<file path="config.mk">
export PLATFORM = sky130hd
export DESIGN_NAME = keypad_hex_entry
export DESIGN_NICKNAME = d
export VERILOG_FILES = /design/src/rtl/keypad_hex_entry.sv
export SDC_FILE = /design/constraint.sdc
export NUM_CORES = 1
export LEC_CHECK = 0
export BUFFER_PORTS_ARGS = -buffer_cell sky130_fd_sc_hd__buf_2
export CORE_UTILIZATION = 46
export DETAILED_ROUTE_END_ITERATION = 12
export GPL_TIMING_DRIVEN = 1
export PLACE_DENSITY_LB_ADDON = 0.3
export SLEW_MARGIN = 20
export SYNTH_ARGS = -nofsm -noshare
export SYNTH_HDL_FRONTEND = slang
export SYNTH_SLANG_ARGS = --single-unit
</file>
<file path="constraint.sdc">
create_clock -name clk -period 2.1 [get_ports clk]
set_input_delay 0.42 -clock clk [delete_from_list [all_inputs] [get_ports clk]]
set_output_delay 0.42 -clock clk [all_outputs]
set_load 0.01 [all_outputs]
</file>
<file path="src/rtl/keypad_hex_entry.sv">
// Keypad operand entry: scans a 4x4 active-low matrix, debounces presses over whole
// scan frames and shifts each accepted hex digit into a 32-bit operand register.
`timescale 1ns/1ps
module keypad_hex_entry #(
   parameter int SCAN_DIV        = 300,
   parameter int DEBOUNCE_FRAMES = 4
) (
   input  logic        clk,
   input  logic        rst_n,
   input  logic [3:0]  key_col,
   input  logic        clr,
   output logic [3:0]  key_row,
   output logic        key_valid,
   output logic [3:0]  key_code,
   output logic [31:0] operand,
   output logic [3:0]  digit_cnt,
   output logic        overflow
);
   localparam int CNT_W  = (SCAN_DIV > 1) ? $clog2(SCAN_DIV) : 1;
   localparam int DCNT_W = $clog2(DEBOUNCE_FRAMES + 1);
   localparam logic [CNT_W-1:0]  CNT_LAST  = CNT_W'(SCAN_DIV - 1);
   localparam logic [DCNT_W-1:0] DCNT_DONE = DCNT_W'(DEBOUNCE_FRAMES);

   typedef enum logic [1:0] {
      IDLE       = 2'd0,
      PRESS_DB   = 2'd1,
      HELD       = 2'd2,
      RELEASE_DB = 2'd3
   } state_t;

   // Index of the lowest-numbered column pulled low.
   function automatic logic [1:0] first_low(input logic [3:0] col);
      logic [1:0] idx;
      casez (col)
         4'b???0: idx = 2'd0;
         4'b??01: idx = 2'd1;
         4'b?011: idx = 2'd2;
         default: idx = 2'd3;
      endcase
      return idx;
   endfunction

   logic [3:0]        col_meta_r, col_sync_r;
   logic [CNT_W-1:0]  scan_cnt_r;
   logic [1:0]        row_idx_r;
   logic [3:0]        key_row_r;
   logic              acc_hit_r;
   logic [3:0]        acc_code_r;
   state_t            state_r, state_s;
   logic [DCNT_W-1:0] dcnt_r, dcnt_s;
   logic [3:0]        cand_r, cand_s;
   logic              accept_s;
   logic              key_valid_r;
   logic [3:0]        key_code_r;
   logic [31:0]       operand_r;
   logic [3:0]        digit_cnt_r;
   logic              overflow_r;
   logic              sample_s, frame_end_s, row_hit_s, frame_hit_s;
   logic [3:0]        frame_code_s;

   // Two-flop synchronizer on the asynchronous column inputs.
   always_ff @(posedge clk or negedge rst_n) begin
      if (!rst_n) begin
         col_meta_r <= 4'b1111;
         col_sync_r <= 4'b1111;
      end else begin
         col_meta_r <= key_col;
         col_sync_r <= col_meta_r;
      end
   end

   // Sample strobe and frame result; earlier rows of the frame take priority.
   always_comb begin
      sample_s    = (scan_cnt_r == CNT_LAST);
      frame_end_s = sample_s && (row_idx_r == 2'd3);
      row_hit_s   = (col_sync_r != 4'b1111);
      frame_hit_s = acc_hit_r | row_hit_s;
      if (acc_hit_r) begin
         frame_code_s = acc_code_r;
      end else begin
         frame_code_s = {row_idx_r, first_low(col_sync_r)};
      end
   end

   // Row scan counter, row rotation and per-frame hit accumulation.
   always_ff @(posedge clk or negedge rst_n) begin
      if (!rst_n) begin
         scan_cnt_r <= '0;
         row_idx_r  <= 2'd0;
         key_row_r  <= 4'b1110;
         acc_hit_r  <= 1'b0;
         acc_code_r <= 4'd0;
      end else if (sample_s) begin
         scan_cnt_r <= '0;
         row_idx_r  <= row_idx_r + 2'd1;
         key_row_r  <= {key_row_r[2:0], key_row_r[3]};
         if (frame_end_s) begin
            acc_hit_r  <= 1'b0;
            acc_code_r <= 4'd0;
         end else begin
            acc_hit_r  <= frame_hit_s;
            acc_code_r <= frame_code_s;
         end
      end else begin
         scan_cnt_r <= scan_cnt_r + CNT_W'(1);
      end
   end

   // Debounce FSM state register.
   always_ff @(posedge clk or negedge rst_n) begin
      if (!rst_n) begin
         state_r <= IDLE;
         dcnt_r  <= '0;
         cand_r  <= 4'd0;
      end else begin
         state_r <= state_s;
         dcnt_r  <= dcnt_s;
         cand_r  <= cand_s;
      end
   end

   // Debounce FSM next state; decisions are taken only at frame end.
   always_comb begin
      state_s  = state_r;
      dcnt_s   = dcnt_r;
      cand_s   = cand_r;
      accept_s = 1'b0;
      if (frame_end_s) begin
         case (state_r)
            IDLE: begin
               if (frame_hit_s) begin
                  state_s = PRESS_DB;
                  cand_s  = frame_code_s;
                  dcnt_s  = DCNT_W'(1);
               end else begin
                  dcnt_s = '0;
               end
            end
            PRESS_DB: begin
               if (frame_hit_s && (frame_code_s == cand_r)) begin
                  if ((dcnt_r + DCNT_W'(1)) >= DCNT_DONE) begin
                     state_s  = HELD;
                     dcnt_s   = '0;
                     accept_s = 1'b1;
                  end else begin
                     dcnt_s = dcnt_r + DCNT_W'(1);
                  end
               end else begin
                  state_s = IDLE;
                  dcnt_s  = '0;
               end
            end
            HELD: begin
               if (!frame_hit_s) begin
                  state_s = RELEASE_DB;
                  dcnt_s  = DCNT_W'(1);
               end else begin
                  dcnt_s = '0;
               end
            end
            RELEASE_DB: begin
               if (frame_hit_s) begin
                  state_s = HELD;
                  dcnt_s  = '0;
               end else if ((dcnt_r + DCNT_W'(1)) >= DCNT_DONE) begin
                  state_s = IDLE;
                  dcnt_s  = '0;
               end else begin
                  dcnt_s = dcnt_r + DCNT_W'(1);
               end
            end
            default: begin
               state_s = IDLE;
               dcnt_s  = '0;
            end
         endcase
      end else begin
         state_s = state_r;
      end
   end

   // Registered key pulse and code of the last accepted key.
   always_ff @(posedge clk or negedge rst_n) begin
      if (!rst_n) begin
         key_valid_r <= 1'b0;
         key_code_r  <= 4'd0;
      end else begin
         key_valid_r <= accept_s;
         if (accept_s) begin
            key_code_r <= cand_r;
         end else begin
            key_code_r <= key_code_r;
         end
      end
   end

   // Operand assembly; clr takes precedence over a coincident digit.
   always_ff @(posedge clk or negedge rst_n) begin
      if (!rst_n) begin
         operand_r   <= 32'd0;
         digit_cnt_r <= 4'd0;
         overflow_r  <= 1'b0;
      end else if (clr) begin
         operand_r   <= 32'd0;
         digit_cnt_r <= 4'd0;
         overflow_r  <= 1'b0;
      end else if (key_valid_r) begin
         if (digit_cnt_r < 4'd8) begin
            operand_r   <= {operand_r[27:0], key_code_r};
            digit_cnt_r <= digit_cnt_r + 4'd1;
         end else begin
            overflow_r <= 1'b1;
         end
      end else begin
         operand_r <= operand_r;
      end
   end

   assign key_row   = key_row_r;
   assign key_valid = key_valid_r;
   assign key_code  = key_code_r;
   assign operand   = operand_r;
   assign digit_cnt = digit_cnt_r;
   assign overflow  = overflow_r;

endmodule

</file>
==> qor.yml <==
worst_setup_path:
  r2r_setup_slack_ns: 0.03
  critical_path.top_delay_family: "simple AND/OR/NAND/NOR gates"
  critical_path.max_stage_delay_ns: 0.46
  worst_ep_arrival_time_ns: 2.32
  critical_path_required_ns: 2.34
  crit_path_end_kind: "register"
  path_max_fanout: 7
  start_kind: "register"
  r2r_start: "acc_hit_r"
  rr_endpoint: "key_code[0]"
  worst_r2r_path_depth: 6
  crit_buf_inv: 1
  path_class: "reg2reg"
  path_cells: "buf_4, and4b_1, a211oi_1, or4_4, nor3_4, mux2_2"
  cp_slowest_cell: "dfrtp_2"
floorplanning:
  die_h_um: 86.9
  rows: 30
  die-area_um2: 7550
  pin_count: 53
  initial_utilization_pct: 48.2
  die_w_um: 86.9
  coreArea_um2: 6870
pwr:
  leakage_nw: 1.94
  p_total_mw: 2.96
  vdd_ir_drop_max_v: 0.000496
  pwr_density_cell_nw_per_um2: 736
timing:
  worst_slew_pin_slew_ns: 0.633
  finalCritPeriodShare_pct: 98.7
  max_slew_margin_pct: 57.8
  fin_ws_ns: 0.0266
  setup_tns_ns: 0
  rsz0062_at_grt: "true"
  finalHoldViolations: 0
  setup_violations: 0
  drv_slew: 0
  fin_skew_ns: 0.00839
  timing.final.crit_period_ns: 2.07
  fmax_ghz: 0.482
yosys:
  synth-seq-cells: 79
  syn_nets: 338
  syn_area_per_cell_um2: 10.1
  yosys_warnings: 0
  ys_seq_area_share_pct: 60.1
  ys_top_cells_by_area: "dfrtp_1, nand2_1, dfstp_2, a21oi_1, xnor2_1"
  yosys.area.top_type: "dfrtp_1"
  ys_types: 40
  synth_top_area_share_pct: 51.4
  syn_area_um2: 3310
  synthCells: 327
placement:
  gp_congestion: 0.783
  dp_worst_setup_slack_ns: -0.0677
  hpwl_um: 4440
  placed_cells: 474
  port_buffers: 52
clock_tree:
  cts_buffers: 9
  root_buffer: "clkbuf_8"
  postCtsHoldBufs: 0
  clock-sinks: 79
  clk_pin_slew_ns: 0.08
  cts_max_level: 3
  clk_latency_ns: 0.35
  cts_tree: "yes"
  cts_buffer_depth: 2
cells_and_area:
  final_util_pct: 58.6
  nets: 401
  final_cells: 491
  layout-drive-gt1-share_pct: 27.8
  n_fill_cell: 617
  num_antenna_cells: 0
  area_delta_synth_final_pct: 21.5
routing:
  drt-pass1-iter-count: 4
  vias_per_cell: 5.07
  via_count: 2490
  ant_nets: 0
  drc: 0
  wl_per_cell_um: 13.2
  wirelength_um: 6460
  drt_iter0_markers: 278
grt:
  grt.overflow.total: 0
  grt_pass1_vias: 2349
  grt_pass1_wl_um: 11000
  antenna_found_initial: 0
  gr-usage-all-layers_pct: 19.1
  grt_start_max_net_pins: 41
run_status:
  outcome: "complete, no violations"
run:
  cap_violations: 0
min_path:
  worstHoldPathType: "in2async"
[sequential cells by signal, indices dropped and copies added (netlist names), 3 cells and up]
name / cells
dcnt_r: 3
digit_cnt: 4
key_code: 4
operand: 32
col_meta_r: 4
col_sync_r: 4
cand_r: 4
key_row: 4
acc_code_r: 4
scan_cnt_r: 9
[cell families after synthesis]
kind of cell	share of synthesized area [%]
compound gates	10.5
xor+xnor	3.97
fa+ha+maj	1.51
buf+inv	2.23
flops	60.1
mux	2.42
simple gates	19.3
[per-layer routing]
layer	part of all wire (%)	wire length [um]	global-route usage [%]
met1	47	3060	26.1
met2	47	3040	29.7
met3	4.2	274	3.79
met4	1.2	77	8.18
met5	0	0	0
[per-stage QoR]
step | hold slack [ns] | instance area, um2
final | 0.0248 | 4030
after global routing | 0.0709 | 4030
after CTS | 0.0459 | 4020
after detailed placement | 0.347 | 3770
after global placement | 0.346 | 3770
after floorplan | 0.124 | 3310
[timing repair]
item | 4_1_cts | 5_1_grt
resized for setup | 2 | 0
pin swaps | 1 | 0
endpoints found under the setup margin | 4 | 4
setup buffers | 0 | 1
[worst reg2reg max path: cells and delay by family (launching register included)]
| kind | cells | cell delay [ns] |
|---|---|---|
| compound gates | 1 | 0.05 |
| buf+inv | 1 | 0.17 |
| flops | 1 | 0.46 |
| mux | 1 | 0.38 |
| simple gates | 3 | 0.91 |
[worst max path at each step]
stage                  end  cells after the start  startpoint  slack, ns
6_report       key_code[0]                      6   acc_hit_r       0.03
5_1_grt        key_code[0]                      5   acc_hit_r      -0.06
4_1_cts        key_code[0]                      6   acc_hit_r       0.02
3_5_place_dp   key_code[0]                      5   acc_hit_r      -0.07
3_3_place_gp   key_code[3]                      5   acc_hit_r      -0.02
2_1_floorplan  key_code[0]                      6  state_r[1]       0.06
[layout by cell type, fill, tap and decap left out, types with 2 or more instances in the layout]
cell,instances
nand2_1,96
dfrtp_1,67
buf_2,51
a21oi_1,39
nor2_1,19
buf_4,18
dfstp_2,11
xnor2_1,10
o21ai_0,10
clkbuf_8,9
xor2_1,5
mux2_2,5
nand3_1,4
ha_1,4
and2_1,3
and3_1,3
a22oi_1,3
bufinv_16,3
nand4_1,2
and4b_1,2
nor2b_1,2
nand2b_1,2
mux2i_2,2
a31oi_1,2
clkinv_4,2
[Yosys cell counts]
cell / number
a211oi_1: 1
a21oi_1: 39
a22oi_1: 3
a2bb2oi_1: 1
a311oi_2: 1
a31oi_1: 2
a32oi_1: 1
a41oi_1: 1
and2_1: 3
and3_1: 3
and4_1: 1
and4b_1: 2
buf_1: 2
buf_2: 2
clkbuf_1: 14
dfrtp_1: 68
dfstp_2: 11
ha_1: 4
inv_1: 1
mux2_2: 5
mux2i_1: 1
mux2i_2: 1
nand2_1: 96
nand2b_1: 2
nand3_1: 4
nand3b_1: 1
nand4_1: 2
nor2_1: 19
nor2b_1: 3
nor3_4: 1
nor4_4: 1
nor4b_2: 1
o211ai_1: 1
o21ai_0: 10
o21ai_1: 1
o22ai_1: 1
or2_1: 1
or4_4: 1
xnor2_1: 10
xor2_1: 5
[power by group]
part	total [mW]	internal [mW]	switching, mW
Clock	1.36	0.794	0.570
Sequential	1.54	1.53	0.00395
Combinational	0.0619	0.0147	0.0472
Total	2.96	2.34	0.621
[final cells by class]
| type | instances | area (um2) | share of cell area, % |
|---|---|---|---|
| well taps | 96 | 120 | 2.98 |
| clock inverters | 7 | 120 | 2.98 |
| repair buffers | 70 | 410 | 10.2 |
| inverters | 1 | 3.75 | 0.0933 |
| multi-input cells | 229 | 1250 | 31.2 |
| flip-flops and latches | 79 | 1990 | 49.5 |
| clock buffers | 9 | 124 | 3.08 |
Power figures use the tool's default switching activity.
